## src/rtl/bsg_fsb_pkg.sv

```systemverilog
// FSB ring definitions: packet struct macro, switch opcodes and the MURN sequencer state enum.
// BSG_FSB_MURN_NODE_SEQUENCER_DISABLE_EN adds the DIS state.
`ifndef BSG_FSB_PKT_S_DECLARED
`define BSG_FSB_PKT_S_DECLARED
`define DECLARE_BSG_FSB_PKT_S(width, id_width) \
  typedef struct packed { \
    logic [id_width-1:0]         destid; \
    logic                        cmd; \
    logic [7:0]                  opcode; \
    logic [width-id_width-10:0]  data; \
  } bsg_fsb_pkt_s
`endif

package bsg_fsb_pkg;
  localparam logic [7:0] RNENABLE_CMD        = 8'h01;
  localparam logic [7:0] RNDISABLE_CMD       = 8'h02;
  localparam logic [7:0] RNRESET_ENABLE_CMD  = 8'h03;
  localparam logic [7:0] RNRESET_DISABLE_CMD = 8'h04;

  typedef enum logic [2:0] {
    S_IDLE, S_RST_ON, S_EN, S_WAIT, S_RST_OFF, S_DONE
`ifdef BSG_FSB_MURN_NODE_SEQUENCER_DISABLE_EN
    , S_DIS
`endif
  } bsg_fsb_murn_seq_state_e;
endpackage

```

## src/rtl/bsg_fsb_murn_cmd_pkt_gen.sv

```systemverilog
// Builds a switch command packet (cmd=1) for node base_id_p+idx with the given opcode.
module bsg_fsb_murn_cmd_pkt_gen
  import bsg_fsb_pkg::*;
#(
  parameter int width_p     = 80,
  parameter int id_width_p  = 4,
  parameter int base_id_p   = 0,
  parameter int idx_width_p = 2
) (
  input  logic [idx_width_p-1:0] idx,
  input  logic [7:0]             opcode,
  output logic [width_p-1:0]     pkt
);
  `DECLARE_BSG_FSB_PKT_S(width_p, id_width_p);

  bsg_fsb_pkt_s p;

  always_comb begin
    p        = '0;
    p.destid = id_width_p'(base_id_p) + id_width_p'(idx);
    p.cmd    = 1'b1;
    p.opcode = opcode;
  end

  assign pkt = p;
endmodule

```

## src/rtl/bsg_fsb_murn_node_sequencer.sv

```systemverilog
// Ring injection master: forwards client packets, or on start sends reset-enable,
// enable, hold, reset-disable switch commands to every node.
// BSG_FSB_MURN_NODE_SEQUENCER_DISABLE_EN adds disable_i and a disable burst from DONE.
module bsg_fsb_murn_node_sequencer
  import bsg_fsb_pkg::*;
#(
  parameter int width_p       = 80,
  parameter int id_width_p    = 4,
  parameter int base_id_p     = 0,
  parameter int num_nodes_p   = 4,
  parameter int hold_cycles_p = 16
) (
  input  logic               clk_i,
  input  logic               reset_n_i,
  input  logic               start_i,
`ifdef BSG_FSB_MURN_NODE_SEQUENCER_DISABLE_EN
  input  logic               disable_i,
`endif
  input  logic               v_i,
  input  logic [width_p-1:0] data_i,
  output logic               ready_o,
  output logic               v_o,
  output logic [width_p-1:0] data_o,
  input  logic               ready_i,
  output logic               busy_o,
  output logic               done_o
);
  localparam int IDX_W = (num_nodes_p > 1) ? $clog2(num_nodes_p) : 1;
  localparam int CNT_W = $clog2(hold_cycles_p + 1);

  if (base_id_p + num_nodes_p - 1 >= (1 << id_width_p)) begin : g_bad_ids
    $error("node id range exceeds destid width");
  end
  if (hold_cycles_p < 1) begin : g_bad_hold
    $error("hold_cycles_p must be at least 1");
  end

  bsg_fsb_murn_seq_state_e state_r, state_n, cmd_next;
  logic [IDX_W-1:0] idx_r, idx_n;
  logic [CNT_W-1:0] cnt_r, cnt_n;
  logic [7:0]       opcode;
  logic             is_cmd, guard, last;
  logic [width_p-1:0] cmd_pkt;

  always_ff @(posedge clk_i or negedge reset_n_i) begin
    if (!reset_n_i) begin
      state_r <= S_IDLE;
      idx_r   <= '0;
      cnt_r   <= '0;
    end else begin
      state_r <= state_n;
      idx_r   <= idx_n;
      cnt_r   <= cnt_n;
    end
  end

  // Leaving passthrough only when no client packet is stalled keeps v_o from dropping.
  assign guard = ~(v_i & ~ready_i);
  assign last  = (idx_r == IDX_W'(num_nodes_p - 1));

  always_comb begin
    state_n  = state_r;
    idx_n    = idx_r;
    cnt_n    = cnt_r;
    cmd_next = state_r;
    opcode   = RNRESET_ENABLE_CMD;
    is_cmd   = 1'b0;
    case (state_r)
      S_IDLE:    if (start_i & guard) state_n = S_RST_ON;
      S_RST_ON:  begin is_cmd = 1'b1; opcode = RNRESET_ENABLE_CMD;  cmd_next = S_EN;      end
      S_EN:      begin is_cmd = 1'b1; opcode = RNENABLE_CMD;        cmd_next = S_WAIT;    end
      S_RST_OFF: begin is_cmd = 1'b1; opcode = RNRESET_DISABLE_CMD; cmd_next = S_DONE;    end
      S_WAIT: begin
        if (cnt_r != '0) cnt_n = cnt_r - CNT_W'(1);
        // Leave after the final decrement so WAIT spans hold_cycles_p cycles when unstalled.
        if ((cnt_r <= CNT_W'(1)) & guard) state_n = S_RST_OFF;
      end
      S_DONE: begin
        if (start_i & guard) state_n = S_RST_ON;
`ifdef BSG_FSB_MURN_NODE_SEQUENCER_DISABLE_EN
        else if (disable_i & guard) state_n = S_DIS;
`endif
      end
`ifdef BSG_FSB_MURN_NODE_SEQUENCER_DISABLE_EN
      S_DIS:     begin is_cmd = 1'b1; opcode = RNDISABLE_CMD;       cmd_next = S_IDLE;    end
`endif
      default:   state_n = S_IDLE;
    endcase

    if (is_cmd & ready_i) begin
      if (last) begin
        idx_n   = '0;
        state_n = cmd_next;
        if (state_r == S_EN) cnt_n = CNT_W'(hold_cycles_p);
      end else begin
        idx_n = idx_r + IDX_W'(1);
      end
    end
  end

  bsg_fsb_murn_cmd_pkt_gen #(
    .width_p(width_p), .id_width_p(id_width_p),
    .base_id_p(base_id_p), .idx_width_p(IDX_W)
  ) pkt_gen (
    .idx(idx_r), .opcode(opcode), .pkt(cmd_pkt)
  );

  // Gating with reset_n_i makes reset assertion silence the ring immediately.
  assign v_o     = reset_n_i & (is_cmd | v_i);
  assign ready_o = reset_n_i & ~is_cmd & ready_i & v_i;
  assign data_o  = is_cmd ? cmd_pkt : data_i;
  assign busy_o  = (state_r == S_RST_ON) | (state_r == S_EN) | (state_r == S_WAIT)
                 | (state_r == S_RST_OFF)
`ifdef BSG_FSB_MURN_NODE_SEQUENCER_DISABLE_EN
                 | (state_r == S_DIS)
`endif
                 ;
  assign done_o  = (state_r == S_DONE);
endmodule

```

## config.mk

```make
export PLATFORM = sky130hd
export DESIGN_NAME = bsg_fsb_murn_node_sequencer
export DESIGN_NICKNAME = d
export VERILOG_FILES = /design/src/rtl/bsg_fsb_pkg.sv /design/src/rtl/bsg_fsb_murn_cmd_pkt_gen.sv /design/src/rtl/bsg_fsb_murn_node_sequencer.sv
export SDC_FILE = /design/constraint.sdc
export NUM_CORES = 1
export LEC_CHECK = 0
export ABC_AREA = 0
export CORE_ASPECT_RATIO = 2
export CORE_UTILIZATION = 24
export DETAILED_ROUTE_END_ITERATION = 8
export GPL_ROUTABILITY_DRIVEN = 0
export PLACE_DENSITY = 0.84
export SYNTH_ARGS = -nofsm -noshare
export SYNTH_HDL_FRONTEND = slang
export SYNTH_SLANG_ARGS = --single-unit
export TNS_END_PERCENT = 20
```

## constraint.sdc

```tcl
create_clock -name clk_i -period 1.9 [get_ports clk_i]
set_input_delay 0.38 -clock clk_i [delete_from_list [all_inputs] [get_ports clk_i]]
set_output_delay 0.38 -clock clk_i [all_outputs]
set_load 0.03 [all_outputs]
```

==> results.tsv, run 1 <==
metric	value	unit
Startpoint Class	flop	
ratio of cells with drive above 1 in the final layout	45.24	%
combinational power share	90.9	%
filler-free cell count of the finished design	404	
Post-Syn Area	1199	um^2
root buffer cell	clkbuf_8	
fin crit share	109.4	%
CTS tree	built	
Synth-to-Final Area Change	191.2	%
ys async rst share	100.0	%
Buf/Inv on CP	2	
min cycle time layout	2.079	ns
Hold Buf Count CTS	0	
syn_nets	254	
Die Ht	101.9	um
RSZ-0062 raised after global routing	true	
final hold slack	0.5316	ns
Mapped Avg Cell Area	7.221	um^2
Worst Setup Path Type	flop to primary output	
Most used DFF post-synth	dfrtp_1	
cell count after synthesis	166	
site row count	36	
Switching Share	48.86	%
die footprint	5298	um^2
antenna diode count	0	
CP most frequent cell	buf_4	
CP max FO	3	
Worst Skew	0.001037	ns
Placed Cells	388	
routed len/inst	19.46	um
CP delay by family, top	flip-flops	
initial antenna violation count	0	
Core Area	4820	um^2
Antenna Violating Nets Remaining	0	
Skew-Pair Late Insertion Delay	0.24	ns
Slew HR	75.65	%
largest net degree at the start of global routing	21	
chip width	51.97	um
critical path arrival	1.70	ns
I/O pin count	169	
max-slew violation count	0	
violated checks	negative setup slack	
Initial DRC Count	34	
Final setup viols	78	
GR Util All Layers	27.12	%
Peak Freq	480.9	MHz
CTS max path bufs	2	
DRC Markers	0	
post-DP HPWL	5189	um
Pleak	0.001601	uW
vias in the first global route	1885	
Netlist cell types	34	
setup ws final	-0.1794	ns
max-cap viol count	0	
Routed WL	7861	um
clock share of power	3.2	%
Clock transition at path regs	0.05	ns
sequential share of power	6.0	%
worst path cell trace	xor2_2 -> o21ai_4 -> buf_4 -> mux2_1 -> buf_4	
PortBufs	168	
CTS H-tree depth	1	
sequential-to-total area share from yosys stat	20.88	%
Max IR drop VDD	0.001736	V
Starting Density	24.87	%
Setup TNS	-10.00	ns
P_int	3570	uW
first-pass GRT wire length	10320	um
Final Net Count	437	
final hold vios	0	
Critical Path Max Stage Delay	0.42	ns
# clock sinks	10	
outcome	complete, but fails checks	
slowest CP cell	dfrtp_1	
Yosys reg bits	10	
Crit. End Element	primary output	
First-pass DRT Iterations	4	
total number of vias	1940	
reported net switching power	3411	uW
Post-synth EDFFs	0	
Inserted Clock Buffers	3	
worst-margin pin slew	0.3624	ns
global route overflow	0	
DR vias/cell	4.802	
min-delay worst type	flop to flop	
Worst EP required	1.52	ns
Power Density	2000	nW/um^2
Ys Warns	0	
==> kinds of logic (layout without fill, tap and decap cells) <==
family                     count (synthesis)  count (layout)  synth area share (%)
AOI/OAI and AO/OA                         24              24                 12.63
xor gates and xnor gates                   4               4                 2.923
adders and majority gates                  3               3                 3.132
buffers and inverters                     19             200                 6.159
DFF                                       10              10                 20.88
muxes                                      4               4                 3.758
and+or+nand+nor                          102             102                 50.52
==> worst register-to-register path, cell delays in order, from the launching register on <==
cell and delay, ns:
dfrtp_1 0.42, buf_4 0.20, nand3b_1 0.22, or4_1 0.44, a211o_1 0.28, a21oi_1 0.12
==> Yosys cell counts, types with 2 or more instances <==
library cell | number | area (um^2)
a21oi_1 | 8 | 40.04
and2_1 | 74 | 462.9
buf_2 | 2 | 10.01
clkbuf_1 | 8 | 30.03
dfrtp_1 | 10 | 250.2
ha_1 | 3 | 37.54
inv_1 | 8 | 30.03
mux2_1 | 2 | 22.52
mux2_2 | 2 | 22.52
nand2_1 | 4 | 15.01
nand2b_1 | 3 | 18.77
nand3_1 | 2 | 10.01
nor2_1 | 9 | 33.78
nor3_1 | 4 | 20.02
o211ai_1 | 2 | 15.01
o21ai_0 | 5 | 25.02
xnor2_1 | 3 | 26.28
==> power by group through the flow <==
stage | Combinational [uW] | Sequential [uW] | Clock, uW
after global routing | 6620 | 435 | 234
after global placement | 4430 | 408 | 0
final | 6340 | 416 | 222
after floorplan | 2730 | 398 | 0
after CTS | 5730 | 418 | 223
after detailed placement | 4450 | 416 | 0
==> flip-flops by register name (all words and copies together) (netlist names) <==
register,cells
cnt_r,5
state_r,3
idx_r,2
==> through the flow <==
step	utilization, %	total power [uW]	worst slack [ns]	instance area, um^2
CTS	69.03	6374	-0.1971	3327
detailed placement	58.26	4867	-0.2079	2808
finish	72.43	6981	-0.1794	3491
global placement	58.26	4834	-0.1736	2808
global route	72.43	7290	-0.2457	3491
floorplan	-	3126	0.01922	1199
==> routing by layer <==
| layer | track usage [%] | part of all wire, % | vias up |
|---|---|---|---|
| met1 | 30.17 | 36 | 885 |
| met5 | 0 | 0 | - |
| li1 | - | - | 899 |
| met4 | 6.029 | 1.9 | 0 |
| met2 | 44.77 | 48 | 144 |
| met3 | 14.43 | 14 | 12 |
==> cell usage in the layout, fill, tap and decap left out, types with 2 or more instances in the layout <==
master / netlist / final
a21oi_1: 8 / 7
and2_1: 74 / 32
and2_4: 0 / 42
buf_12: 0 / 4
buf_16: 0 / 3
buf_4: 0 / 18
buf_6: 0 / 77
clkbuf_16: 0 / 3
clkbuf_8: 0 / 3
clkdlybuf4s50_1: 0 / 84
dfrtp_1: 10 / 10
ha_1: 3 / 3
inv_1: 8 / 8
mux2_1: 2 / 2
mux2_2: 2 / 2
nand2_1: 4 / 4
nand2b_1: 3 / 3
nand3_1: 2 / 2
nor2_1: 9 / 8
nor3_1: 4 / 4
o211ai_1: 2 / 2
o21ai_0: 5 / 4
xnor2_1: 3 / 3
==> worst paths after layout <==
kind | slack, ns | cells after the start | to | start
setup reg to reg | 0.15 | 5 | cnt_r[3] | state_r[2]
max in group asynchronous | 1.20 | 2 | cnt_r[1] | reset_n_i
hold reg to reg | 0.53 | 2 | cnt_r[4] | cnt_r[4]
hold / removal | 0.53 | 2 | cnt_r[4] | cnt_r[4]
setup / recovery | -0.18 | 5 | data_o[77] | state_r[2]
min in group asynchronous | 0.56 | 2 | state_r[1] | reset_n_i
==> area by class of cell <==
type	instances	area (um^2)
Fill cell	342	1329
Inverter	8	30.03
Sequential cell	10	250.2
Clock buffer	3	41.29
Timing Repair Buffer	189	2081
Multi-Input combinational cell	137	1017
Tap cell	57	71.32
==> timing repair <==
item | in CTS | in global routing
resized for setup | 113 | 31
gates cloned | 3 | 4
buffers inserted | 7 | 0
setup endpoints to repair | 79 | 82
pin swaps | 10 | 19
Power figures use the tool's default switching activity.
==> inputs of run 2 (changes only) <==
--- a/config.mk
+++ b/config.mk
@@ -6,7 +6,7 @@
 export NUM_CORES = 1
 export LEC_CHECK = 0
 export ABC_AREA = 0
-export CORE_ASPECT_RATIO = 2
+export CORE_ASPECT_RATIO = 0.9
 export CORE_UTILIZATION = 24
 export DETAILED_ROUTE_END_ITERATION = 8
 export GPL_ROUTABILITY_DRIVEN = 0
==> run 2 against run 1 <==
Compared with the run above: the run still ends with negative setup slack left; largest power group unchanged; non-clock buffer count shrank 2; critical path depth increased by 1; power fell by 6.0%; first-iteration DRC count shrank 15%; sequential power is 1% higher; clock skew increased by 0.0010 ns; sequential share of layout area increased by 0.14 points; global-route usage is 6.9 points lower; wire length down 25%; core utilization fell by 1.6 points.
==> results.tsv, run 2 (synthesized netlist as in run 1, its figures left out) <==
metric	value	unit	change
outcome	complete, but fails checks		
violated checks	negative setup slack		
Final Net Count	435		-0.46%
met2 Track Usage GR	37.84	%	-6.9 points
GR Util All Layers	20.22	%	-6.9 points
setup ws final	-0.1239	ns	+0.05546 ns
GRT met3 Usage	5.695	%	-8.7 points
Clock transition at path regs	0.05	ns	about the same
First-pass DRT Iterations	5		+1
worst reg-to-reg setup slack	0.05	ns	-0.10 ns
met1 GRT Util	23.33	%	-6.8 points
Place WS	-0.2021	ns	+0.005824 ns
chip width	76.50	um	+47%
clock share of power	4.0	%	+0.8 points
DRC Markers	0		unchanged
total number of vias	1796		-7.4%
first-pass GRT wire length	8694	um	-16%
leading cell types in the layout, fill and taps excluded	84 x clkdlybuf4s50_1, 61 x buf_6, 39 x and2_4, 35 x and2_1, 32 x buf_4		
Placed Cells	397		+2.3%
Routed WL	5905	um	-25%
PortBufs	168		unchanged
reg2reg path depth	6		+1
Multi-input gate area	1025	um^2	+0.74%
worst path cell trace	xor2_2 -> o21ai_4 -> buf_4 -> buf_16 -> and2_1 -> buf_4		
min cycle time layout	2.024	ns	-0.05546 ns
top flop regs	cnt_r: 5 flops, state_r: 3 flops, idx_r: 2 flops		
Setup TNS	-5.746	ns	+4.255 ns
slowest CP cell	dfrtp_1		
combinational power share	89.6	%	-1.3 points
antenna diode count	0		unchanged
Antenna Violating Nets Remaining	0		unchanged
initial antenna violation count	0		unchanged
ratio of cells with drive above 1 in the final layout	45.66	%	+0.42 points
max-slew violation count	0		unchanged
Synth-to-Final Area Change	185.5	%	
post-DP HPWL	4205	um	-19%
Skew-Pair Late Insertion Delay	0.23	ns	about the same
Largest register FFs	5		unchanged
global route overflow	0		unchanged
min-delay worst type	input pin to asynchronous set/reset pin		
Worst EP required	1.52	ns	about the same
site row count	24		-33%
Buf/Inv on CP	3		+1
Startpoint Class	flop		
reported net switching power	3166	uW	-7.2%
fin crit share	106.5	%	-2.9 points
CP startpoint	state_r[0]		
CP most frequent cell	buf_4		
Die Ht	69.05	um	-32%
CP max FO	28		+25
Switching Share	48.26	%	-0.61 points
Peak Freq	494.1	MHz	+2.7%
largest reg by FF count	cnt_r		
CTS max path bufs	2		unchanged
worst-margin pin slew	0.3581	ns	-0.004293 ns
CTS H-tree depth	1		unchanged
Slew HR	75.94	%	+0.29 points
Crit. End Element	primary output		
commonest non-fill, non-tap cell in the layout	clkdlybuf4s50_1		
Starting Density	24.79	%	-0.077 points
vias in the first global route	1787		-5.2%
Core Area	4835	um^2	+0.31%
routed len/inst	14.37	um	-26%
I/O pin count	169		unchanged
# clock sinks	10		unchanged
Pleak	0.001580	uW	-1.3%
filler-free cell count of the finished design	411		+1.7%
Hold Buf Count CTS	0		unchanged
Total Power	6560	uW	-6.0%
Power Density	1917	nW/um^2	-4.1%
Fill cells	372		+8.8%
critical path arrival	1.64	ns	-0.06 ns
Worst Skew	0.002081	ns	+0.001044 ns
Max IR drop VDD	0.001052	V	-39%
Inserted Clock Buffers	3		unchanged
CP delay by family, top	buffers and inverters		
root buffer cell	clkbuf_8		
Critical Path Max Stage Delay	0.42	ns	about the same
Seq. cell area	250.2	um^2	unchanged
sequential share of power	6.4	%	+0.4 points
CTS tree	built		
Worst R2R End	cnt_r[3]		
Crit Reg-Reg Startpoint	state_r[2]		
Final setup viols	79		+1.3%
die footprint	5282	um^2	-0.31%
max-cap viol count	0		unchanged
busiest grt layer	met2		
final hold vios	0		unchanged
P_int	3394	uW	-4.9%
RSZ-0062 raised after global routing	true		
DR vias/cell	4.370		-9.0%
largest net degree at the start of global routing	30		+43%
Worst Setup Path Type	flop to primary output		
Initial DRC Count	29		-15%
==> run 2: cell types whose count changed in the layout (fill, tap and decap cells not counted), sizes merged <==
cell  change
buf       -1
==> run 2: layer usage <==
| metal | wire length [um] | part of all wire, % | up-vias |
|---|---|---|---|
| li1 | - | - | 898 |
| met1 | 2401 | 41 | 801 |
| met2 | 3030 | 51 | 93 |
| met3 | 454 | 7.7 | 4 |
| met4 | 19 | 0.32 | 0 |
| met5 | 0 | 0 | - |
==> run 2: how the worst max path moves through the flow <==
stage / end / slack, ns / depth (start not counted)
final: data_o[20] / -0.12 / 6
after global routing: data_o[20] / -0.20 / 6
after CTS: ready_o / -0.12 / 6
after detailed placement: data_o[77] / -0.20 / 4
after global placement: data_o[77] / -0.16 / 4
after floorplan: data_o[69] / 0.02 / 3
==> run 2: cell type report <==
cell class / count / share of cell area, %
multi-input cells: 137 / 29.95
repair buffers: 187 / 57.88
inverters: 8 / 0.8775
clock buffers: 4 / 1.609
well taps: 65 / 2.377
flip-flops and latches: 10 / 7.313
==> run 2: metrics by stage <==
step	util [%]	instance area, um^2	hold slack, ns
after floorplan	-	1199	0.08441
after global placement	58.44	2825	0.5227
after detailed placement	58.44	2825	0.5337
after CTS	65.89	3186	0.5021
after global routing	70.78	3422	0.5264
final	70.78	3422	0.4903
==> run 2: what timing repair did <==
action,4_1_cts,5_1_grt
buffers inserted,4,2
gates cloned,1,3
pin swaps,3,41
gates resized for setup,78,53
setup endpoints to repair,79,83
==> run 2: power by group through the flow <==
stage | Clock, uW | Combinational (uW) | Sequential, uW
3_5_place_dp | 0 | 4420 | 412
6_report | 261 | 5880 | 422
3_3_place_gp | 0 | 4380 | 401
2_1_floorplan | 0 | 2730 | 398
4_1_cts | 262 | 5210 | 418
5_1_grt | 274 | 6190 | 443
==> RTL edit: new RTL, settings of run 1 <==
`hold_cycles_p`: 16 -> 32.
--- a/src/rtl/bsg_fsb_murn_node_sequencer.sv
+++ b/src/rtl/bsg_fsb_murn_node_sequencer.sv
@@ -8,7 +8,7 @@
   parameter int id_width_p    = 4,
   parameter int base_id_p     = 0,
   parameter int num_nodes_p   = 4,
-  parameter int hold_cycles_p = 16
+  parameter int hold_cycles_p = 32
 ) (
   input  logic               clk_i,
   input  logic               reset_n_i,
Formal check against the unedited RTL: no difference found for any inputs over 10 cycles, from zero or initial values and one cycle with reset_n_i low; that may be too few to reach the edited logic, so the function may still have changed.
==> RTL edit against run 1 <==
- the flow still finishes with violations (negative setup slack)
- power grew 6.9%
- area after synthesis grew 11%
- non-clock buffer count shrank 2
- utilization shrank 9.2 points
- routed wire length shrank 19%
- sequential cell count grew 1
- setup slack lost 0.040 ns
- design area shrank 2.7%
- critical endpoint is now data_o[4]
- largest cell class unchanged
==> RTL edit: results (changes against run 1) <==
The average vias per placed instance came out at 4.672 (was 4.802). The average cell area after synthesis is 7.680 µm² (was 7.221 µm²). The worst slack at placement was -0.1495 ns (was -0.2079 ns). The area after detailed placement came out at 2949 µm² (was 2808 µm²). The first-pass GRT wire length is 8142 µm (was 10320 µm). The arrival time at the worst endpoint is 1.74 ns (was 1.70 ns). Most used standard cells in the synthesized netlist: sky130_fd_sc_hd__and2_1, sky130_fd_sc_hd__dfrtp_1, sky130_fd_sc_hd__clkbuf_1 (was sky130_fd_sc_hd__and2_1, sky130_fd_sc_hd__dfrtp_1, sky130_fd_sc_hd__nor2_1).

The total setup violations reported at the end of the flow is 79 (was 78). The endpoint of the worst register-to-register path is cnt_r[4] (was cnt_r[3]). The sum of negative setup slack is -13.65 ns (was -10.00 ns). The biggest fanout along the worst timing path came out at 25 (was 3).

The final worst clock skew came out at 0.008837 ns (was 0.001037 ns). The smallest setup slack after layout is -0.2199 ns (was -0.1794 ns). The net count after synthesis is 263 (was 254).

The timing endpoint of the critical path is data_o[4] (was data_o[77]). The transition time at the pin with the least slew margin is 0.3645 ns (was 0.3624 ns). The total vias in the final route came out at 1925 (was 1940).

The sequential share of the synthesized area is 20.60% (was 20.88%). Leading registers by flop count: cnt_r: 6 flops, state_r: 3 flops, idx_r: 2 flops (was cnt_r: 5 flops, state_r: 3 flops, idx_r: 2 flops). The critical path's top delay family is buffers and inverters (was flip-flops). The worst setup path startpoint is state_r[0] (was state_r[2]). The share of cell area taken by muxes after synthesis was 4.869% (was 3.758%). The detailed placement HPWL came to 4756 µm (was 5189 µm). The cell count after placement came out at 400 (was 388).

The fraction of layout instances using a drive strength above 1 came out at 37.78% (was 45.24%). The reg2reg setup slack is 0.12 ns (was 0.15 ns). The post-layout net count was 442 (was 437). The maximum number of pins on one net before global-route repair came to 51 (was 21). The overall routing resource usage came out at 19.26% (was 27.12%). The reg-to-reg critical path startpoint is cnt_r[1] (was state_r[2]).

Largest cells by area after synthesis: sky130_fd_sc_hd__and2_1, sky130_fd_sc_hd__dfrtp_1, sky130_fd_sc_hd__ha_1 (was sky130_fd_sc_hd__and2_1, sky130_fd_sc_hd__dfrtp_1, sky130_fd_sc_hd__a21oi_1). The via count of the first global-routing pass is 1729 (was 1885). The adder-cell area share of the yosys netlist is 3.745% (was 3.132%). The worst ir drop on vdd is 1435 µV (was 1736 µV). The number of library cell types mapped by synthesis is 46 (was 34). The fraction of the mapped netlist area in compound gates is 16.48% (was 12.63%). Run status: complete, but fails checks (unchanged). The count of fill cells added during filler insertion came out at 443 (was 342). The leakage power total is 1.575 nW (was 1.601 nW). Failing checks: negative setup slack (unchanged).
RTL edit: cell types whose count changed in the layout (fill, tap and decap cells not counted), moves of 3 or more:
cell                      before  now
sky130_fd_sc_hd__a21oi_1       7    4
sky130_fd_sc_hd__and2_1       32   58
sky130_fd_sc_hd__and2_4       42   16
sky130_fd_sc_hd__buf_4        18   39
sky130_fd_sc_hd__buf_6        77   58
sky130_fd_sc_hd__nor2_1        8    4
sky130_fd_sc_hd__nor3_1        4    1
sky130_fd_sc_hd__o21ai_0       4    7
RTL edit: worst min-delay path by stage:
stage	cells past startpoint	slack, ns	from	endpoint
final	2	0.53	reset_n_i	cnt_r[4]
after detailed placement	1	0.54	idx_r[1]	idx_r[1]
after floorplan	0	0.08	reset_n_i	cnt_r[0]
after global routing	2	0.57	reset_n_i	cnt_r[3]
after CTS	2	0.53	reset_n_i	cnt_r[3]
after global placement	1	0.54	idx_r[1]	idx_r[1]
RTL edit: power breakdown:
group          internal (W)  switching [W]
Combinational       0.00321        0.00355
Clock              0.000148       0.000101
Sequential         0.000340       0.000111
Total               0.00370        0.00376
RTL edit: repair_timing:
item                                    in CTS  in global routing
gates cloned                                 1                  1
buffers inserted                             0                  6
pin swaps                                    0                  5
gates resized for setup                     57                 31
endpoints found under the setup margin      79                 80
RTL edit: area by class of cell:
type                    count  area share, %
multi-input cells         143          30.98
well taps                  60          2.210
repair buffers            187          56.61
inverters                   7         0.7735
flip-flops and latches     11          8.103
clock buffers               4          1.326
RTL edit: routing by layer:
layer  wire length [µm]  part of all wire (%)  track usage, %  vias to the layer above
li1                   -                     -               -                      940
met1               1823                    29           13.72                      845
met2               3603                    57           39.16                      126
met3                752                    12           5.932                       14
met4                161                   2.5           9.158                        0
met5                  0                     0               0                        -
